File: src/rtl/apu_reg_sequencer.sv
// Timed register-write scheduler for the APU window $4000-$401F, replaying queued writes on M2.
// Optional macro APU_SEQ_FLUSH_EN adds a flush input that empties the queue and abandons a pending wait.
module apu_reg_sequencer #(
   parameter int DEPTH   = 8,
   parameter int DELAY_W = 16
) (
   input  logic                         CLK,
   input  logic                         RES,
   input  logic                         M2,
   input  logic                         cmd_valid,
   output logic                         cmd_ready,
   input  logic [4:0]                   cmd_addr,
   input  logic [7:0]                   cmd_data,
   input  logic [DELAY_W-1:0]           cmd_delay,
`ifdef APU_SEQ_FLUSH_EN
   input  logic                         flush,
`endif
   output logic [4:0]                   RA,
   output logic [7:0]                   RD,
   output logic                         n_WR,
   output logic                         busy,
   output logic [$clog2(DEPTH+1)-1:0]   count,
   output logic                         done
);

   localparam int CW      = $clog2(DEPTH + 1);
   localparam int PW      = (DEPTH > 1) ? $clog2(DEPTH) : 1;
   localparam int ENTRY_W = 5 + 8 + DELAY_W;
   localparam logic [CW-1:0] FULL_COUNT = CW'(DEPTH);

   localparam logic [1:0] IDLE   = 2'd0;
   localparam logic [1:0] WAIT   = 2'd1;
   localparam logic [1:0] STROBE = 2'd2;

   logic [ENTRY_W-1:0] r_mem [DEPTH];
   logic [PW-1:0]      r_wrPtr;
   logic [PW-1:0]      r_rdPtr;
   logic [CW-1:0]      r_count;
   logic [1:0]         r_state;
   logic [DELAY_W-1:0] r_cnt;
   logic [4:0]         r_ra;
   logic [7:0]         r_rd;
   logic               r_nWr;
   logic               r_done;
   logic               r_m2Q;

   logic               w_flush;
   logic               w_rise;
   logic               w_fall;
   logic               w_push;
   logic               w_pop;
   logic [ENTRY_W-1:0] w_head;

`ifdef APU_SEQ_FLUSH_EN
   assign w_flush = flush;
`else
   assign w_flush = 1'b0;
`endif

   assign w_rise    = M2 & ~r_m2Q;
   assign w_fall    = ~M2 & r_m2Q;
   assign cmd_ready = (r_count != FULL_COUNT);
   assign w_push    = cmd_valid & cmd_ready & ~w_flush;
   assign w_pop     = (r_state == IDLE) && (r_count != '0) && !w_flush;
   assign w_head    = r_mem[r_rdPtr];

   assign RA    = r_ra;
   assign RD    = r_rd;
   assign n_WR  = r_nWr;
   assign done  = r_done;
   assign count = r_count;
   assign busy  = (r_state != IDLE) || (r_count != '0);

   // Storage carries no reset; occupancy and pointers decide what is valid.
   always_ff @(posedge CLK) begin
      if (w_push) begin
         r_mem[r_wrPtr] <= {cmd_addr, cmd_data, cmd_delay};
      end
   end

   always_ff @(posedge CLK) begin
      if (RES) begin
         r_wrPtr <= '0;
         r_rdPtr <= '0;
         r_count <= '0;
      end else if (w_flush) begin
         r_wrPtr <= '0;
         r_rdPtr <= '0;
         r_count <= '0;
      end else begin
         if (w_push) begin
            r_wrPtr <= r_wrPtr + 1'b1;
         end
         if (w_pop) begin
            r_rdPtr <= r_rdPtr + 1'b1;
         end
         if (w_push && !w_pop) begin
            r_count <= r_count + 1'b1;
         end else if (w_pop && !w_push) begin
            r_count <= r_count - 1'b1;
         end
      end
   end

   // Delay D counts down on M2 rises, so the write lands on rise D+1 after the pop.
   always_ff @(posedge CLK) begin
      if (RES) begin
         r_state <= IDLE;
         r_cnt   <= '0;
         r_ra    <= '0;
         r_rd    <= '0;
         r_nWr   <= 1'b1;
         r_done  <= 1'b0;
         r_m2Q   <= 1'b0;
      end else begin
         r_m2Q  <= M2;
         r_done <= 1'b0;
         case (r_state)
            IDLE: begin
               if (w_pop) begin
                  r_ra    <= w_head[ENTRY_W-1 -: 5];
                  r_rd    <= w_head[DELAY_W+7 -: 8];
                  r_cnt   <= w_head[DELAY_W-1:0];
                  r_state <= WAIT;
               end
            end
            WAIT: begin
               if (w_flush) begin
                  r_state <= IDLE;
               end else if (w_rise) begin
                  if (r_cnt == '0) begin
                     r_nWr   <= 1'b0;
                     r_state <= STROBE;
                  end else begin
                     r_cnt <= r_cnt - 1'b1;
                  end
               end
            end
            STROBE: begin
               if (w_fall) begin
                  r_nWr   <= 1'b1;
                  r_done  <= 1'b1;
                  r_state <= IDLE;
               end
            end
            default: begin
               r_nWr   <= 1'b1;
               r_state <= IDLE;
            end
         endcase
      end
   end

endmodule
File: config.mk
export PLATFORM = sky130hd
export DESIGN_NAME = apu_reg_sequencer
export DESIGN_NICKNAME = d
export VERILOG_FILES = /design/src/rtl/apu_reg_sequencer.sv
export SDC_FILE = /design/constraint.sdc
export NUM_CORES = 1
export LEC_CHECK = 0
export BUFFER_PORTS_ARGS = -buffer_cell sky130_fd_sc_hd__clkbuf_2
export CELL_PAD_IN_SITES_DETAIL_PLACEMENT = 2
export CELL_PAD_IN_SITES_GLOBAL_PLACEMENT = 2
export CORE_MARGIN = 5
export CORE_UTILIZATION = 42
export CTS_CLUSTER_SIZE = 30
export DETAILED_ROUTE_END_ITERATION = 8
export PLACE_DENSITY = 0.73
export SLEW_MARGIN = 5
export SYNTH_ARGS = -nofsm -noshare
export SYNTH_HDL_FRONTEND = slang
export SYNTH_SLANG_ARGS = --single-unit
File: constraint.sdc
create_clock -name CLK -period 3.7 [get_ports CLK]
set_input_delay 0.185 -clock CLK [delete_from_list [all_inputs] [get_ports CLK]]
set_output_delay 0.185 -clock CLK [all_outputs]
set_load 0.02 [all_outputs]
==> summary.md <==
| Metric | Value |
|---|---|
| Worst hold path depth | `4` |
| Dpl hpwl | `roughly 17000 um` |
| Die X | `171.5 um` |
| Syn avg cell area | `18.26 um^2` |
| Final WL | `roughly 27000 um` |
| Simple-Gate Fraction of Synth Area | `0.04681` |
| Congestion Overflow GR | `0` |
| Rows | `between 50 and 60` |
| CP max stage delay | `0.45 ns` |
| Synth top area cells | `edfxtp_1 (64%), mux4_2 (12%), dfxtp_1 (8.6%)` |
| H-Tree Depth | `1` |
| Layout cells sized above 1 | `0.2756` |
| Max-cap viol count | `0` |
| Startpoint Class | `flop` |
| Cell area after layout | `roughly 0.013 mm^2` |
| Drt via density | `5.702` |
| GRT Util Overall | `0.1915` |
| Fin. Hold Viols | `0` |
| Hold Crit Start | `cmd_valid` |
| Final nets | `739` |
| Worst R2R Start | `count[1]` |
| EDFF count, synth | `between 200 and 250` |
| Status | `completed` |
| Crit-path cells | `nor4_1 > nor3_2 > buf_4 > inv_1 > ha_1 > inv_1 > ha_1 > a21o_1 > a21oi_1 > xnor2_1 > or3_1 > a21oi_1` |
| Worst R2R Path Depth | `12` |
| Initial Utilization | `0.4229` |
| Pin count of the biggest net entering global routing | `42` |
| Hold Path Class | `input port to flop` |
| Post-synthesis adder-cell area fraction | `0.008678` |
| Fillers | `2290` |
| Core area | `0.02591 mm^2` |
| Reg2Reg Setup Slack | `0.85 ns` |
| Mapped Area | `0.01096 mm^2` |
| Resized cells post-CTS | `0` |
| Hold_buf cts | `30` |
| Final std cells w/o fill | `1057` |
| Worst path top cell family by delay | `simple AND/OR/NAND/NOR gates` |
| Post-synthesis xor/xnor area fraction | `0.005595` |
| IO buf count | `53` |
| Reg-to-reg endpoint | `count[3]` |
| Most frequent cells in the layout | `edfxtp_1 (232), mux4_2 (58), clkbuf_2 (53)` |
| Post-route clock skew | `a little over 0.02 ns` |
| Die area | `0.02942 mm^2` |
| Finish-stage setup viols | `0` |
| Post-Place Cells | `between 900 and 1k` |
| Total power | `9.452 mW` |
| Arr. time, crit path | `3.31 ns` |
| Most common cell after layout, fill and taps aside | `edfxtp_1` |
| F_max | `351.3 MHz` |
| Drc violations | `0` |
| Maximum VDD drop | `451.1 uV` |
| Syn Nets | `640` |
| CTS tree | `done` |
| Post-synth cell types | `53` |
| Vias in the first global route | `6782` |
| Initial antenna violation count | `0` |
| CP endpoint kind | `flop` |
| Synth Instances | `600` |
| Multiplexer share of the synthesized area | `0.1376` |
| Predominant post-synthesis flop cell | `edfxtp_1` |
| Period Utilization, post-route | `0.7694` |
| Total CTS buffers | `30` |
| Slowest-stage cell, CP | `nor4_1` |
| Top cell type's share of synthesized area | `0.6358` |
| Yosys top cell by area | `edfxtp_1` |
| Crit path kind | `flop to flop` |
| Pwr dens | `about 730 mW/mm^2` |
| FF+latch count, synth | `between 200 and 300` |
| Wire per inst | `25.98 um` |
| CTS Buffer Depth | `3` |
| Min-Delay Endpoint | `r_wrPtr[1]` |
| WP data required | `around 4.2 ns` |
| Count of final max-slew check failures | `0` |
| ANT nets after route | `0` |
| Post-CTS setup buffers | `0` |
| Relative slew slack | `0.2922` |
| IO Count | `54` |
| GP Congestion | `0.7914` |
| Global-route wire length before repair | `42790 um` |
| YS warnings | `0` |
| Synth-to-layout area growth | `17.57%` |
| Fin crit period | `2.847 ns` |
| Largest family of logic cells by synthesized area | `multiplexers` |
| DRT Pass-1 Iters | `4` |
| Clock sink count | `about 280` |
| CTS clk-pin slew, worst paths | `0.07 ns` |
| Register area share after synthesis | `0.7216` |
| Fraction of registers with async set/reset | `0` |
| Antenna fix cells | `0` |
| Placed instance area | `0.01163 mm^2` |
| Worst-Skew Late Latency | `0.55 ns` |
| DRT iter0 DRCs | `between 500 and 600` |
| Crit path max fanout | `30` |
| Leak | `4.237 nW` |
| Routed vias | `~6k` |
| Compound-Gate Fraction of Synth Area | `0.05835` |
| RSZ-0062 raised after global routing | `false` |
| CP bufs+invs | `3` |
| Worst slew pin tran | `1.062 ns` |
| Die H | `between 150 and 200 um` |
| Root Driver | `clkbuf_16` |
power breakdown:
part	internal, mW	switching (mW)	leakage [nW]
registers	3.74	0.356	2.49
logic	1.06	1.43	1.28
clock network	1.67	1.20	0.465
through the flow:
step	hold slack (ns)	utilization	setup WS, ns	setup TNS (ns)
2_1_floorplan	0.2839	-	-0.008324	-0.2414
3_3_place_gp	0.4496	0.4489	0.9882	0
3_5_place_dp	0.4689	0.4489	0.8657	0
4_1_cts	0.1422	0.4972	0.8326	0
5_1_grt	0.1635	0.4972	0.6521	0
6_report	0.1439	0.4972	0.8534	0
metal layers:
| metal | part of all wire | GRT usage | vias up |
|---|---|---|---|
| met2 | 0.49 | 0.3192 | 132 |
| li1 | - | - | 2632 |
| met4 | 0.022 | 0.04616 | 0 |
| met5 | 0 | 0 | - |
| met1 | 0.45 | 0.2703 | 3216 |
| met3 | 0.040 | 0.02528 | 47 |
cell type report:
type | instances | area [um^2] | share of cell area
multi-input combinational | 280 | 2869 | 0.2227
sequential | 279 | 7913 | 0.6142
clock inverter | 18 | 152.6 | 0.01185
inverter | 9 | 33.78 | 0.002622
tap | 335 | 419.2 | 0.03253
timing repair buffer | 99 | 698.2 | 0.05419
clock buffer | 37 | 798.3 | 0.06196
Yosys cell counts (all sizes together) (3+ instances only):
library cell	n
edfxtp	232
mux4	58
dfxtp	47
nor2	43
a21oi	23
buf	22
mux2i	19
a211oi	16
nand2	11
nor3	11
clkbuf	10
a31oi	9
inv	9
o21ai	9
a22o	8
o31ai	7
ha	6
nand2b	6
nor4	6
o311ai	6
nor2b	5
o22ai	5
or3	4
xnor2	4
a21o	3
o32ai	3
or4	3
xor2	3
kinds of logic (layout without fill, tap and decap cells):
logic type | Yosys count | after routing
muxes | 78 | 78
AOI/OAI and AO/OA | 91 | 91
adders and majority gates | 7 | 7
DFF | 279 | 279
xor gates and xnor gates | 7 | 7
buffers and inverters | 41 | 163
and+or+nand+nor | 97 | 97
worst max-delay path by stage:
| stage | start | to | slack, ns | cells past startpoint |
|---|---|---|---|---|
| global route | count[1] | count[3] | 0.65 | 12 |
| CTS | count[1] | count[3] | 0.83 | 12 |
| floorplan | count[1] | r_mem[2][0] | -0.008 | 6 |
| finish | count[1] | count[3] | 0.85 | 12 |
| detailed placement | count[1] | count[3] | 0.87 | 12 |
| global placement | count[1] | count[3] | 0.99 | 12 |
worst reg2reg max path, delay by kind of cell (launching register included):
| kind | cells | cell delay (ns) |
|---|---|---|
| simple gates | 3 | 0.84 |
| compound gates | 3 | 0.51 |
| fa+ha+maj | 2 | 0.46 |
| buf+inv | 3 | 0.43 |
| flops | 1 | 0.39 |
| xor+xnor | 1 | 0.12 |
registers in the layout, indices dropped and copies added (netlist names), named ones only:
register / cells
r_cnt: 16
RA: 5
r_rdPtr: 3
RD: 8
count: 4
r_m2Q: 1
r_wrPtr: 3
r_mem: 232
n_WR: 1
done: 1
r_state: 2
Note: power is estimated with default switching activity, not from simulation.
